==> src/rtl/fetch_queue.sv <==
// Fetch-to-Decode instruction queue: DEPTH-entry FIFO of {pc, instruction} pairs with flush.
// Define FETCH_QUEUE_BYPASS_EN for a zero-latency path from Fetch to Decode while the queue is empty.
module fetch_queue #(
  parameter int          DEPTH    = 4,
  parameter logic [31:0] NOP_INST = 32'h00000013
) (
  input  logic                       clk,
  input  logic                       rst_n,
  input  logic                       in_valid,
  output logic                       in_ready,
  input  logic [31:0]                in_instruction,
  input  logic [31:0]                in_pc,
  input  logic                       flush,
  output logic                       out_valid,
  input  logic                       out_ready,
  output logic [31:0]                out_instruction,
  output logic [31:0]                out_pc,
  output logic [31:0]                out_pc_plus4,
  output logic [$clog2(DEPTH):0]     count
);

  localparam int PW = $clog2(DEPTH);
  localparam int CW = PW + 1;

  typedef struct packed {
    logic [31:0] pc;
    logic [31:0] inst;
  } entry_t;

  entry_t          mem [DEPTH];
  logic [PW-1:0]   wr_ptr;
  logic [PW-1:0]   rd_ptr;
  logic [CW-1:0]   occ;

  logic empty;
  logic full;
  logic push;
  logic bypass;
  logic bypass_take;
  logic array_valid;
  logic pop_arr;
  logic wr_en;

  assign empty    = (occ == '0);
  assign full     = (occ == CW'(DEPTH));
  assign in_ready = rst_n && !full;
  assign push     = in_valid && in_ready && !flush;

`ifdef FETCH_QUEUE_BYPASS_EN
  assign bypass = empty && in_valid && !flush && rst_n;
`else
  assign bypass = 1'b0;
`endif

  // A flush hides the head in the same cycle, so no pop can be recorded alongside it.
  assign array_valid = !empty && !flush;
  assign out_valid   = array_valid || bypass;
  assign pop_arr     = array_valid && out_ready;
  assign bypass_take = bypass && out_ready;
  assign wr_en       = push && !bypass_take;

  always_comb begin
    // NOTE: every always_comb output gets a default first so no path can infer a latch.
    out_instruction = NOP_INST;
    out_pc          = '0;
    if (array_valid) begin
      out_instruction = mem[rd_ptr].inst;
      out_pc          = mem[rd_ptr].pc;
    end else if (bypass) begin
      out_instruction = in_instruction;
      out_pc          = in_pc;
    end
  end

  assign out_pc_plus4 = out_pc + 32'd4;
  assign count        = occ;

  // NOTE: the storage array is deliberately not reset; occupancy alone decides what is valid.
  always_ff @(posedge clk) begin
    if (wr_en) begin
      mem[wr_ptr].pc   <= in_pc;
      mem[wr_ptr].inst <= in_instruction;
    end
  end

  // NOTE: sequential state uses non-blocking assignments so every register samples pre-edge values.
  always_ff @(posedge clk) begin
    if (!rst_n) begin
      wr_ptr <= '0;
      rd_ptr <= '0;
      occ    <= '0;
    end else if (flush) begin
      wr_ptr <= '0;
      rd_ptr <= '0;
      occ    <= '0;
    end else begin
      if (wr_en)   wr_ptr <= wr_ptr + PW'(1);
      if (pop_arr) rd_ptr <= rd_ptr + PW'(1);
      unique case ({wr_en, pop_arr})
        2'b10:   occ <= occ + CW'(1);
        2'b01:   occ <= occ - CW'(1);
        default: occ <= occ;
      endcase
    end
  end

endmodule

==> config.mk <==
export PLATFORM = sky130hd
export DESIGN_NAME = fetch_queue
export DESIGN_NICKNAME = d
export VERILOG_FILES = /design/src/rtl/fetch_queue.sv
export SDC_FILE = /design/constraint.sdc
export NUM_CORES = 1
export LEC_CHECK = 0
export CAP_MARGIN = 10
export CORE_MARGIN = 4
export CORE_UTILIZATION = 40
export DETAILED_ROUTE_END_ITERATION = 6
export PLACE_DENSITY = 0.62
export SYNTH_ARGS = -nofsm -noshare
export SYNTH_HDL_FRONTEND = slang
export SYNTH_SLANG_ARGS = --single-unit
==> constraint.sdc <==
create_clock -name clk -period 4.85 [get_ports clk]
set_clock_uncertainty 0.05 [all_clocks]
set_input_delay 0.97 -clock clk [delete_from_list [all_inputs] [get_ports clk]]
set_output_delay 0.97 -clock clk [all_outputs]
set_load 0.01 [all_outputs]
==> flow_summary.yaml <==
drt:
  antenna_left: 0
  routedWlPerCell_um: 21.3
  routed_via_density: 5.25
  dr.pass1.iters: 4
  wl_um: 23800
  drtIter0Drc: 491
  drc: 0
  num_vias: 5851
global_routing:
  grtUsageTotal_pct: 15.7
  grt_max_degree: 65
  grt_overflow: 0
  antenna_found_initial: 0
  grt_pass1_wl_um: 37300
  first_global_vias: 6447
finish:
  stdcell_area_um2: 13800
  syn_to_final_growth_pct: 27.3
  drive_gt1_share_pct: 15.8
  finish.net_count: 829
setup_path:
  regToRegSetupSlack_ps: 1960
  cp.arrival_ps: 3690
  cp.required_ps: 3830
  setup.worst_path.end_class: "output port"
  crit_path_start_kind: "primary input"
  r2r_start: "count[0]"
  crit_type: "in -> out"
  reg2reg_depth: 9
  worst-path-max-fanout: 5
  reg2reg_to: "count[2]"
sta:
  min_period_ps: 4710
  hold_viol_final: 0
  tightest_slew_ps: 1050
  setup_tns_ps: 0
  grt_setup_unrepaired: "no"
  min_period_over_period_pct: 97.1
  max_slew_margin_pct: 30.2
  worst_slack_ps: 142
  finalMaxSlewViolations: 0
  fmax_mhz: 212
  setup_viol: 0
placed_design:
  port_buffers: 169
  dpl_cell_area_um2: 12900
  place_ws_ps: 21.9
  place_congestion: 0.844
  hpwl_um: 14900
power:
  p_per_area_nw_per_um2: 341
  internal_power_w: 0.00381
  total_power_w: 0.00471
  p_leak_nw: 4.71
  p_switching_w: 0.000897
  power_frac_comb_pct: 3.7
  p_seq_share_pct: 53.9
  vdd_ir_drop_max_mv: 0.259
  clkPwrFrac_pct: 42.4
  swShare_pct: 19.1
min_path:
  hp-class: "reg -> reg"
  hold_depth: 2
  min_from: "count[2]"
  holdPathEnd: "count[2]"
floorplanning:
  die_area_um2: 29800
  core-area_um2: 26800
  die_h_um: 173
  initial_core_util_pct: 40.5
  rows: 60
  die-width_um: 173
  num_io_pins: 170
cts:
  clk_pin_slew_worst_paths_ps: 50
  cts_buffers: 28
  worstSkewPairLatency_ps: 520
  cts_tree: "done"
  cts_sinks: 265
  cts_buffer_depth: 3
  clock-root-buffer: "clkbuf_16"
  htreeDepth: 1
logic_synthesis:
  synth.distinct_cells: 40
  synth_warnings: 0
  avgSynthCellArea_um2: 18.9
  synth_seq_cells: 265
  syn_nets: 650
  syn_inst: 574
  syn_area_um2: 10900
  yosysSeqAreaShare_pct: 72.5
flow_run:
  cap_viol_max_count: 0
run_status:
  status: "complete, no violations"
-- cell type report --
class,instances,area [um2]
sequential,265,7880
timing repair buffer,180,1790
fill,2149,13000
clock buffer,35,748
clock inverter,14,116
multi-input combinational,256,2780
antenna,2,5.00
inverter,22,82.6
tap,341,427
-- stage by stage --
step / util (%) / cells / hold slack [ps]
after detailed placement: 48.2 / 1064 / 455
final: 51.6 / 1115 / 464
after floorplan: - / 574 / 419
after CTS: 51.4 / 1113 / 470
after global placement: 48.2 / 1064 / 434
after global routing: 51.6 / 1113 / 508
-- power groups by stage --
stage | clock (W) | combinational, W | sequential, W
finish | 0.00200 | 0.000173 | 0.00254
global route | 0.00215 | 0.000187 | 0.00254
detailed placement | 0 | 0.000175 | 0.00259
global placement | 0 | 0.000168 | 0.00259
floorplan | 0 | 0.0000573 | 0.00259
CTS | 0.00205 | 0.000175 | 0.00254
-- metal layers --
metal  part of all wire, %  routed length, um  track usage [%]  vias to the layer above
met5                     0                  0                0                        -
met4                   1.2                295             3.16                        0
met3                   7.6               1800             3.91                       27
met2                    49              11600             26.5                      210
met1                    42              10100             21.0                     2974
li1                      -                  -                -                     2640
-- registers in the layout, indices dropped and copies added, names as in the netlist, named ones only --
signal and count:
mem 256, rd_ptr 2, count 3, wr_ptr 2
-- cell families after synthesis --
group,Yosys count,share of synthesized area (%)
flops,265,72.5
compound gates,7,0.392
buf+inv,53,2.33
mux,67,13.8
simple gates,142,7.46
fa+ha+maj,7,0.876
xor+xnor,33,2.66
-- Yosys cell counts --
master | count | area, um2
edfxtp_1 | 256 | 7690
mux4_2 | 52 | 1170
and3_1 | 50 | 313
inv_1 | 22 | 82.6
nand2_1 | 22 | 82.6
nor2_1 | 22 | 82.6
xnor2_1 | 22 | 193
clkbuf_1 | 15 | 56.3
nand3_1 | 14 | 70.1
mux4_1 | 11 | 289
xor2_1 | 11 | 96.3
buf_2 | 9 | 45.0
dfxtp_1 | 9 | 180
nand4_1 | 7 | 43.8
and2_1 | 6 | 37.5
ha_1 | 6 | 75.1
nor3_1 | 5 | 25.0
nand2b_1 | 4 | 25.0
a21oi_1 | 3 | 15.0
buf_4 | 3 | 22.5
mux2i_1 | 3 | 30.0
buf_6 | 2 | 22.5
o21ai_0 | 2 | 10.0
or3_1 | 2 | 12.5
and4_1 | 1 | 8.76
buf_1 | 1 | 3.75
buf_12 | 1 | 20.0
fa_1 | 1 | 20.0
mux2_2 | 1 | 11.3
nand2_2 | 1 | 6.26
nand3_2 | 1 | 10.0
nand3b_1 | 1 | 7.51
nand4_2 | 1 | 12.5
nor3_2 | 1 | 10.0
nor4_4 | 1 | 21.3
nor4b_4 | 1 | 23.8
o2111a_1 | 1 | 11.3
o22ai_1 | 1 | 6.26
or2_1 | 1 | 6.26
or4_4 | 1 | 11.3
-- worst max-delay path, cell delays in order --
cell             delay, ps
clkdlybuf4s50_1        410
clkinv_1               130
nand3_2                150
or4_4                  630
nor4_4                 430
nand3_1                150
xnor2_1                230
clkdlybuf4s50_1        580
-- layout by cell type, fill, tap and decap left out, drive strengths merged, types with 2 or more instances in the layout --
cell	instances
and3	50
nor3	6
diode	2
and2	6
clkbuf	35
nand2b	4
buf	11
xnor2	22
ha	6
clkdlybuf4s50	164
nand4	8
or3	2
mux2i	3
xor2	11
o21ai	2
mux4	63
nand2	23
nor2	22
dfxtp	9
a21oi	3
bufinv	2
edfxtp	256
inv	21
dlymetal6s2s	5
nand3	15
clkinv	12
-- repair_timing --
| action | in CTS | in global routing |
|---|---|---|
| pin swaps | 0 | 0 |
| setup endpoints to repair | 2 | 11 |
| hold buffers | 0 | 0 |
| buffers inserted | 0 | 0 |
| resized for setup | 1 | 12 |
-- worst max path at each step --
stage | start | endpoint | slack (ps) | depth (start not counted)
floorplan | flush | out_pc_plus4[28] | 840 | 10
global placement | flush | out_pc_plus4[30] | 200 | 13
detailed placement | flush | out_pc_plus4[22] | 20 | 13
CTS | flush | out_pc_plus4[22] | 20 | 13
global route | flop | out_pc_plus4[29] | 6 | 8
finish | flush | out_pc_plus4[29] | 140 | 8
No activity file was read; power rests on OpenSTA's default activity.
